==> src/rtl/mem_port_arbiter_pkg.sv <==
// Shared types and default sizes for the memory port arbiter.
//   ARB_AW / ARB_DW : address / data widths (ISIZE / DSIZE of the core)
//   ARB_MAX_WAIT    : IF losses tolerated before IF is forced to win
//   ARB_CW          : starvation counter width (2**CW > MAX_WAIT)
//   owner_e         : which requester owns the read data returning next cycle
package mem_port_arbiter_pkg;

    localparam int unsigned ARB_AW       = 16;
    localparam int unsigned ARB_DW       = 32;
    localparam int unsigned ARB_MAX_WAIT = 3;
    localparam int unsigned ARB_CW       = 4;

    typedef enum logic [1:0] {
        OWNER_NONE = 2'd0,
        OWNER_IF   = 2'd1,
        OWNER_DATA = 2'd2
    } owner_e;

endpackage

==> src/rtl/mem_port_arbiter_if.sv <==
// Bundle of requester handshakes and memory drive for mem_port_arbiter.
//   master : requesters + memory (drive requests, addresses, write data, mem_dout)
//   slave  : the arbiter (drives grants, responses and the memory port)
interface mem_port_arbiter_if
    import mem_port_arbiter_pkg::*;
#(
    parameter int unsigned AW = ARB_AW,
    parameter int unsigned DW = ARB_DW
) ();

    logic          i_req;
    logic [AW-1:0] i_addr;
    logic          i_gnt;
    logic          i_rvalid;
    logic [DW-1:0] i_rdata;

    logic          d_req;
    logic          d_we;
    logic [AW-1:0] d_addr;
    logic [DW-1:0] d_wdata;
    logic          d_gnt;
    logic          d_rvalid;
    logic [DW-1:0] d_rdata;

    logic          mem_wen;
    logic [AW-1:0] mem_addr;
    logic [DW-1:0] mem_din;
    logic [DW-1:0] mem_dout;

    modport master (
        output i_req, i_addr, d_req, d_we, d_addr, d_wdata, mem_dout,
        input  i_gnt, i_rvalid, i_rdata, d_gnt, d_rvalid, d_rdata,
        input  mem_wen, mem_addr, mem_din
    );

    modport slave (
        input  i_req, i_addr, d_req, d_we, d_addr, d_wdata, mem_dout,
        output i_gnt, i_rvalid, i_rdata, d_gnt, d_rvalid, d_rdata,
        output mem_wen, mem_addr, mem_din
    );

endinterface

==> src/rtl/arb_starve_ctr.sv <==
// Counts consecutive cycles IF requested but lost; raises force_if once the
// count reaches MAX_WAIT so the arbiter hands IF one cycle.
//   clk, rst  : clock, synchronous active-high reset
//   i_req     : IF request
//   i_gnt     : IF granted this cycle
//   force_if  : counter == MAX_WAIT (decoded from the count register)
module arb_starve_ctr #(
    parameter int unsigned MAX_WAIT = 3,
    parameter int unsigned CW       = 4
) (
    input  logic clk,
    input  logic rst,
    input  logic i_req,
    input  logic i_gnt,
    output logic force_if
);

    logic [CW-1:0] cnt_q;
    logic [CW-1:0] cnt_d;

    // Saturating increment on a lost request, clear on grant or idle.
    always_comb begin
        cnt_d = '0;
        if (i_req && !i_gnt) begin
            cnt_d = (cnt_q == CW'(MAX_WAIT)) ? cnt_q : cnt_q + CW'(1);
        end
    end

    always_ff @(posedge clk) begin
        if (rst) begin
            cnt_q <= '0;
        end else begin
            cnt_q <= cnt_d;
        end
    end

    assign force_if = (cnt_q == CW'(MAX_WAIT));

endmodule

==> src/rtl/mem_port_arbiter.sv <==
// Shares one single-port, 1-cycle-read-latency memory between instruction
// fetch (read-only) and data access (read/write). Data wins by default; IF is
// forced through after MAX_WAIT consecutive losses. Read data is steered back
// to the requester recorded in the owner register.
//   clk, rst : clock, synchronous active-high reset (blocks all access so the
//              memory's file load is undisturbed)
//   bus      : requester handshakes, responses and memory drive (slave side)
module mem_port_arbiter
    import mem_port_arbiter_pkg::*;
#(
    parameter int unsigned AW       = ARB_AW,
    parameter int unsigned DW       = ARB_DW,
    parameter int unsigned MAX_WAIT = ARB_MAX_WAIT,
    parameter int unsigned CW       = ARB_CW
) (
    input  logic              clk,
    input  logic              rst,
    mem_port_arbiter_if.slave bus
);

    logic          force_if;
    logic          i_win;
    logic          d_win;
    owner_e        owner_q;
    owner_e        owner_d;
    logic [AW-1:0] addr_q;
    logic [AW-1:0] addr_d;

    arb_starve_ctr #(
        .MAX_WAIT (MAX_WAIT),
        .CW       (CW)
    ) u_starve (
        .clk      (clk),
        .rst      (rst),
        .i_req    (bus.i_req),
        .i_gnt    (i_win),
        .force_if (force_if)
    );

    // Grant decision, address mux and next owner.
    always_comb begin
        i_win   = 1'b0;
        d_win   = 1'b0;
        owner_d = OWNER_NONE;
        addr_d  = rst ? '0 : addr_q;
        if (!rst) begin
            if (bus.i_req && (force_if || !bus.d_req)) begin
                i_win = 1'b1;
            end else if (bus.d_req) begin
                d_win = 1'b1;
            end
        end
        if (i_win) begin
            addr_d  = bus.i_addr;
            owner_d = OWNER_IF;
        end else if (d_win) begin
            addr_d = bus.d_addr;
            if (!bus.d_we) begin
                owner_d = OWNER_DATA;
            end
        end
    end

    // Owner of the next cycle's read data; address held across idle cycles.
    always_ff @(posedge clk) begin
        if (rst) begin
            owner_q <= OWNER_NONE;
            addr_q  <= '0;
        end else begin
            owner_q <= owner_d;
            addr_q  <= addr_d;
        end
    end

    assign bus.i_gnt    = i_win;
    assign bus.d_gnt    = d_win;
    assign bus.mem_wen  = d_win & bus.d_we;
    assign bus.mem_addr = addr_d;
    assign bus.mem_din  = rst ? '0 : bus.d_wdata;

    // Reset kills an in-flight response in the same cycle.
    assign bus.i_rvalid = (owner_q == OWNER_IF)   && !rst;
    assign bus.d_rvalid = (owner_q == OWNER_DATA) && !rst;
    assign bus.i_rdata  = bus.mem_dout;
    assign bus.d_rdata  = bus.mem_dout;

endmodule

==> src/flat_wrapper.sv <==
// flat-port wrapper written by rule: the top's interface ports become plain ports
module mem_port_arbiter_flat import mem_port_arbiter_pkg::*;
#(
    parameter int unsigned AW       = ARB_AW,
    parameter int unsigned DW       = ARB_DW,
    parameter int unsigned MAX_WAIT = ARB_MAX_WAIT,
    parameter int unsigned CW       = ARB_CW
)
  (clk, rst, bus_i_req, bus_i_addr, bus_d_req, bus_d_we, bus_d_addr, bus_d_wdata, bus_mem_dout, bus_i_gnt, bus_i_rvalid, bus_i_rdata, bus_d_gnt, bus_d_rvalid, bus_d_rdata, bus_mem_wen, bus_mem_addr, bus_mem_din);
  mem_port_arbiter_if #(.AW(AW), .DW(DW)) bus_i ();
  input  logic clk;
  input  logic rst;
  input wire logic [$bits(bus_i.i_req)-1:0] bus_i_req;
  input wire logic [$bits(bus_i.i_addr)-1:0] bus_i_addr;
  input wire logic [$bits(bus_i.d_req)-1:0] bus_d_req;
  input wire logic [$bits(bus_i.d_we)-1:0] bus_d_we;
  input wire logic [$bits(bus_i.d_addr)-1:0] bus_d_addr;
  input wire logic [$bits(bus_i.d_wdata)-1:0] bus_d_wdata;
  input wire logic [$bits(bus_i.mem_dout)-1:0] bus_mem_dout;
  output wire logic [$bits(bus_i.i_gnt)-1:0] bus_i_gnt;
  output wire logic [$bits(bus_i.i_rvalid)-1:0] bus_i_rvalid;
  output wire logic [$bits(bus_i.i_rdata)-1:0] bus_i_rdata;
  output wire logic [$bits(bus_i.d_gnt)-1:0] bus_d_gnt;
  output wire logic [$bits(bus_i.d_rvalid)-1:0] bus_d_rvalid;
  output wire logic [$bits(bus_i.d_rdata)-1:0] bus_d_rdata;
  output wire logic [$bits(bus_i.mem_wen)-1:0] bus_mem_wen;
  output wire logic [$bits(bus_i.mem_addr)-1:0] bus_mem_addr;
  output wire logic [$bits(bus_i.mem_din)-1:0] bus_mem_din;
  assign bus_i.i_req = bus_i_req;
  assign bus_i.i_addr = bus_i_addr;
  assign bus_i.d_req = bus_d_req;
  assign bus_i.d_we = bus_d_we;
  assign bus_i.d_addr = bus_d_addr;
  assign bus_i.d_wdata = bus_d_wdata;
  assign bus_i.mem_dout = bus_mem_dout;
  assign bus_i_gnt = bus_i.i_gnt;
  assign bus_i_rvalid = bus_i.i_rvalid;
  assign bus_i_rdata = bus_i.i_rdata;
  assign bus_d_gnt = bus_i.d_gnt;
  assign bus_d_rvalid = bus_i.d_rvalid;
  assign bus_d_rdata = bus_i.d_rdata;
  assign bus_mem_wen = bus_i.mem_wen;
  assign bus_mem_addr = bus_i.mem_addr;
  assign bus_mem_din = bus_i.mem_din;
  mem_port_arbiter #(.AW(AW), .DW(DW), .MAX_WAIT(MAX_WAIT), .CW(CW)) u_core (.clk(clk), .rst(rst), .bus(bus_i));
endmodule
==> config.mk <==
export PLATFORM = sky130hd
export DESIGN_NAME = mem_port_arbiter_flat
export DESIGN_NICKNAME = d
export VERILOG_FILES = /design/src/rtl/mem_port_arbiter_pkg.sv /design/src/rtl/mem_port_arbiter_if.sv /design/src/rtl/arb_starve_ctr.sv /design/src/rtl/mem_port_arbiter.sv /design/src/flat_wrapper.sv
export SDC_FILE = /design/constraint.sdc
export NUM_CORES = 1
export LEC_CHECK = 0
export ABC_AREA = 0
export CORE_MARGIN = 3
export CORE_UTILIZATION = 29
export CTS_CLUSTER_DIAMETER = 100
export CTS_CLUSTER_SIZE = 8
export DETAILED_ROUTE_END_ITERATION = 10
export GPL_ROUTABILITY_DRIVEN = 0
export PLACE_DENSITY = 0.8
export SKIP_CTS_REPAIR_TIMING = 1
export SLEW_MARGIN = 0
export SYNTH_ARGS = -nofsm -noshare
export SYNTH_HDL_FRONTEND = slang
export SYNTH_SLANG_ARGS = --single-unit
==> constraint.sdc <==
create_clock -name clk -period 2.3 [get_ports clk]
set_input_delay 0.345 -clock clk [delete_from_list [all_inputs] [get_ports clk]]
set_output_delay 0.345 -clock clk [all_outputs]
set_load 0.02 [all_outputs]
==> results.py <==
metrics = {
    "status": {
        "status": "complete, but fails checks",
        "violations": "setup timing",
    },
    "synth": {
        "synth-edff-count": 0,
        "synth_fp_nets": 363,
        "synth.yosys.seq_area_share": 0.220,
        "synth_top_family_by_area": "buffers and inverters",
        "synth.distinct_cells": 25,
        "synthMuxAreaShare": 0,
        "synthAdderAreaFrac": 0.00624,
        "yosysMostFrequentCell": "buf_4",
        "synthSimpleGateAreaFrac": 0.192,
        "synth_compound_area_frac": 0.236,
        "synth.area.top_cells": "buf_4, dfxtp_1, nor2b_1",
        "synthArstFlopShare": 0,
        "synth-seq-cells": 22,
        "synth_area_mm2": 0.00201,
        "synth_top_area_frac": 0.240,
        "synth_xor_area_frac": 0.00437,
        "synth-main-ff-cell": "dfxtp_1",
        "synth_common_cells": "buf_4, nor2b_1, a31oi_1",
        "avgSynthCellArea_um2": 7.68,
        "yosysWarnings": 0,
        "synthCells": 261,
        "yosys.area.top_type": "buf_4",
    },
    "min_path": {
        "hp-class": "flip-flop to flip-flop",
    },
    "global_routing": {
        "grt-ovfl-total": 0,
        "antenna_found_initial": 0,
        "first_global_vias": 2016,
        "grt_start_max_net_pins": 39,
        "grt.total_usage": 0.145,
        "grt_first_pass_wirelength_mm": 9.10,
    },
    "placed_design": {
        "portBuffers": 121,
        "dpl.hpwl_mm": 5.12,
        "dp.cells": 421,
        "place_ws_ps": -380,
        "place_area_mm2": 0.00307,
    },
    "route": {
        "drt_iter0_drc": 68,
        "vias": 2201,
        "wl_per_cell_um": 16.1,
        "firstDrtPassIters": 5,
        "drt-total-wl_mm": 6.97,
        "detail-route-antenna-nets": 0,
        "vias_per_cell": 5.09,
        "drc": 0,
    },
    "final_layout": {
        "final_nets": 458,
        "num-fill-cells": 628,
        "antenna-diode-count": 0,
        "finish.utilization": 0.511,
        "finalInstanceArea_mm2": 0.00334,
        "layout.cells.non_filler": 432,
        "area_growth_pct": 66.3,
        "regArea_um2": 443,
        "multi_input_area_mm2": 0.00102,
        "drive_above_1_share": 0.276,
    },
    "timing": {
        "layout_setup_ws_ps": -68.6,
        "maxSlewViolCount": 0,
        "worst_slew_pin_slew_ps": 358,
        "finalHoldViolCount": 0,
        "slew_headroom": 0.761,
        "setup_viol": 4,
        "clock.fmax_mhz": 422,
        "post-route-min-period_ps": 2370,
        "rsz0062_at_grt": "true",
        "period_share": 1.03,
        "skew_ps": 2.64,
    },
    "clock_tree": {
        "path_clk_slew_ps": 90,
        "cts.sinks": 22,
        "clkLatencyLatePin_ps": 260,
        "cts_max_path_buffers": 2,
        "cts_buffers": 3,
        "cts_root_buffer": "clkbuf_8",
        "cts_tree": "built",
        "cts_max_level": 1,
    },
    "power_and_ir_drop": {
        "intPower_uw": 836,
        "sequentialPowerShare": 0.348,
        "p_switching_uw": 365,
        "switching_share": 0.304,
        "clkPwrFrac": 0.242,
        "p_leak_nw": 1.37,
        "powerDensity_mw_per_mm2": 360,
        "total_power_mw": 1.20,
        "comb_power_share": 0.410,
        "irDropWorstVdd_mv": 0.227,
    },
    "setup_path": {
        "r2r_slack_ps": 580,
        "slowest_delay_ps": 360,
        "cpMostUsedCell": "buf_4",
        "cp_slowest_cell": "dfxtp_2",
        "cp.arrival_ps": 2020,
        "cp-start-kind": "flip-flop",
        "worst_ep_required_time_ps": 1960,
        "path_max_fanout": 8,
        "worstPathCellList": "ha_4 -> buf_6 -> nand4bb_4 -> buf_4 -> clkbuf_16 -> a211o_1 -> a31oi_2 -> buf_4",
        "end_kind": "output pin",
        "path_class": "flip-flop to output pin",
    },
    "die": {
        "die_area_mm2": 0.00795,
        "row_count": 29,
        "io_pins": 218,
        "initial_core_util": 0.307,
        "core_area_mm2": 0.00653,
        "die_y_um": 89.2,
        "die_w_um": 89.2,
    },
    "run": {
        "cap_violations": 0,
    },
}
-- power by group through the flow --
stage          sequential [mW]  clock (mW)  combinational [mW]
3_5_place_dp             0.427           0               0.492
4_1_cts                  0.418       0.304               0.495
2_1_floorplan            0.425           0               0.371
6_report                 0.418       0.291               0.493
5_1_grt                  0.421       0.318               0.527
3_3_place_gp             0.426           0               0.486
-- placed cells by master, fill, tap and decap left out --
master,count
a211oi_4,2
buf_2,7
nand4bb_4,1
and2_1,1
nand3b_1,1
dlymetal6s2s_1,5
a211oi_1,6
dfxtp_2,2
nor2_1,3
a31oi_1,27
xor2_1,1
buf_4,54
nor3b_1,2
nand4b_1,1
clkbuf_16,1
clkbuf_8,4
and3_1,1
clkdlybuf4s50_1,100
a31oi_4,1
a211o_1,16
a211oi_2,8
a21o_1,1
or3b_4,1
a21oi_1,1
buf_12,1
nand3_2,1
dfxtp_1,20
nand2b_1,2
nor2b_1,34
clkbuf_2,2
ha_4,1
buf_6,8
a31oi_2,4
inv_1,19
nand3_1,16
-- critical path, delay by kind of cell (launching register included) --
| family | cells | cell delay (ps) |
|---|---|---|
| AOI/OAI and AO/OA | 2 | 490 |
| and+or+nand+nor | 1 | 160 |
| adders and majority gates | 1 | 140 |
| DFF | 1 | 360 |
| buffers and inverters | 4 | 600 |
-- final cells by class --
type                    count  area share
clock buffers               4      0.0165
well taps                  77      0.0289
flip-flops and latches     22       0.133
inverters                  19      0.0214
multi-input cells         132       0.306
repair buffers            178       0.494
-- worst paths after layout --
path                                               from                                     to  cells past startpoint
hold reg to reg   u_core.u_starve.cnt_q[0]$_SDFFE_PP0N_  u_core.u_starve.cnt_q[0]$_SDFFE_PP0N_                      2
setup / recovery  u_core.u_starve.cnt_q[0]$_SDFFE_PP0N_                        bus_mem_addr[0]                      8
hold / removal    u_core.u_starve.cnt_q[0]$_SDFFE_PP0N_  u_core.u_starve.cnt_q[0]$_SDFFE_PP0N_                      2
setup reg to reg  u_core.u_starve.cnt_q[0]$_SDFFE_PP0N_           u_core.addr_q[10]$_SDFF_PP0_                      6
-- sequential cells by signal, indices dropped and copies added (netlist names) --
register,cells
u_core.u_starve.cnt_q,4
u_core.owner_q,2
u_core.addr_q,16
-- logic make-up (layout without fill, tap and decap cells) --
kind of cell / count (synthesis) / after routing
DFF: 22 / 22
and+or+nand+nor: 64 / 64
xor gates and xnor gates: 1 / 1
adders and majority gates: 1 / 1
AOI/OAI and AO/OA: 66 / 66
buffers and inverters: 107 / 201
-- per-stage QoR --
stage                     setup TNS (ps)  hold WS (ps)
after floorplan                        0           417
after global placement             -6110           500
after detailed placement           -6110           514
after CTS                          -8260           528
after global routing                -608           560
final                               -130           543
-- layer usage --
metal / track usage / vias to the layer above / part of all wire
met1: 0.142 / 1006 / 0.36
met2: 0.296 / 138 / 0.52
met5: 0 / - / 0
met3: 0.0276 / 32 / 0.097
li1: - / 1025 / -
met4: 0.0474 / 0 / 0.027
Power figures use the tool's default switching activity.
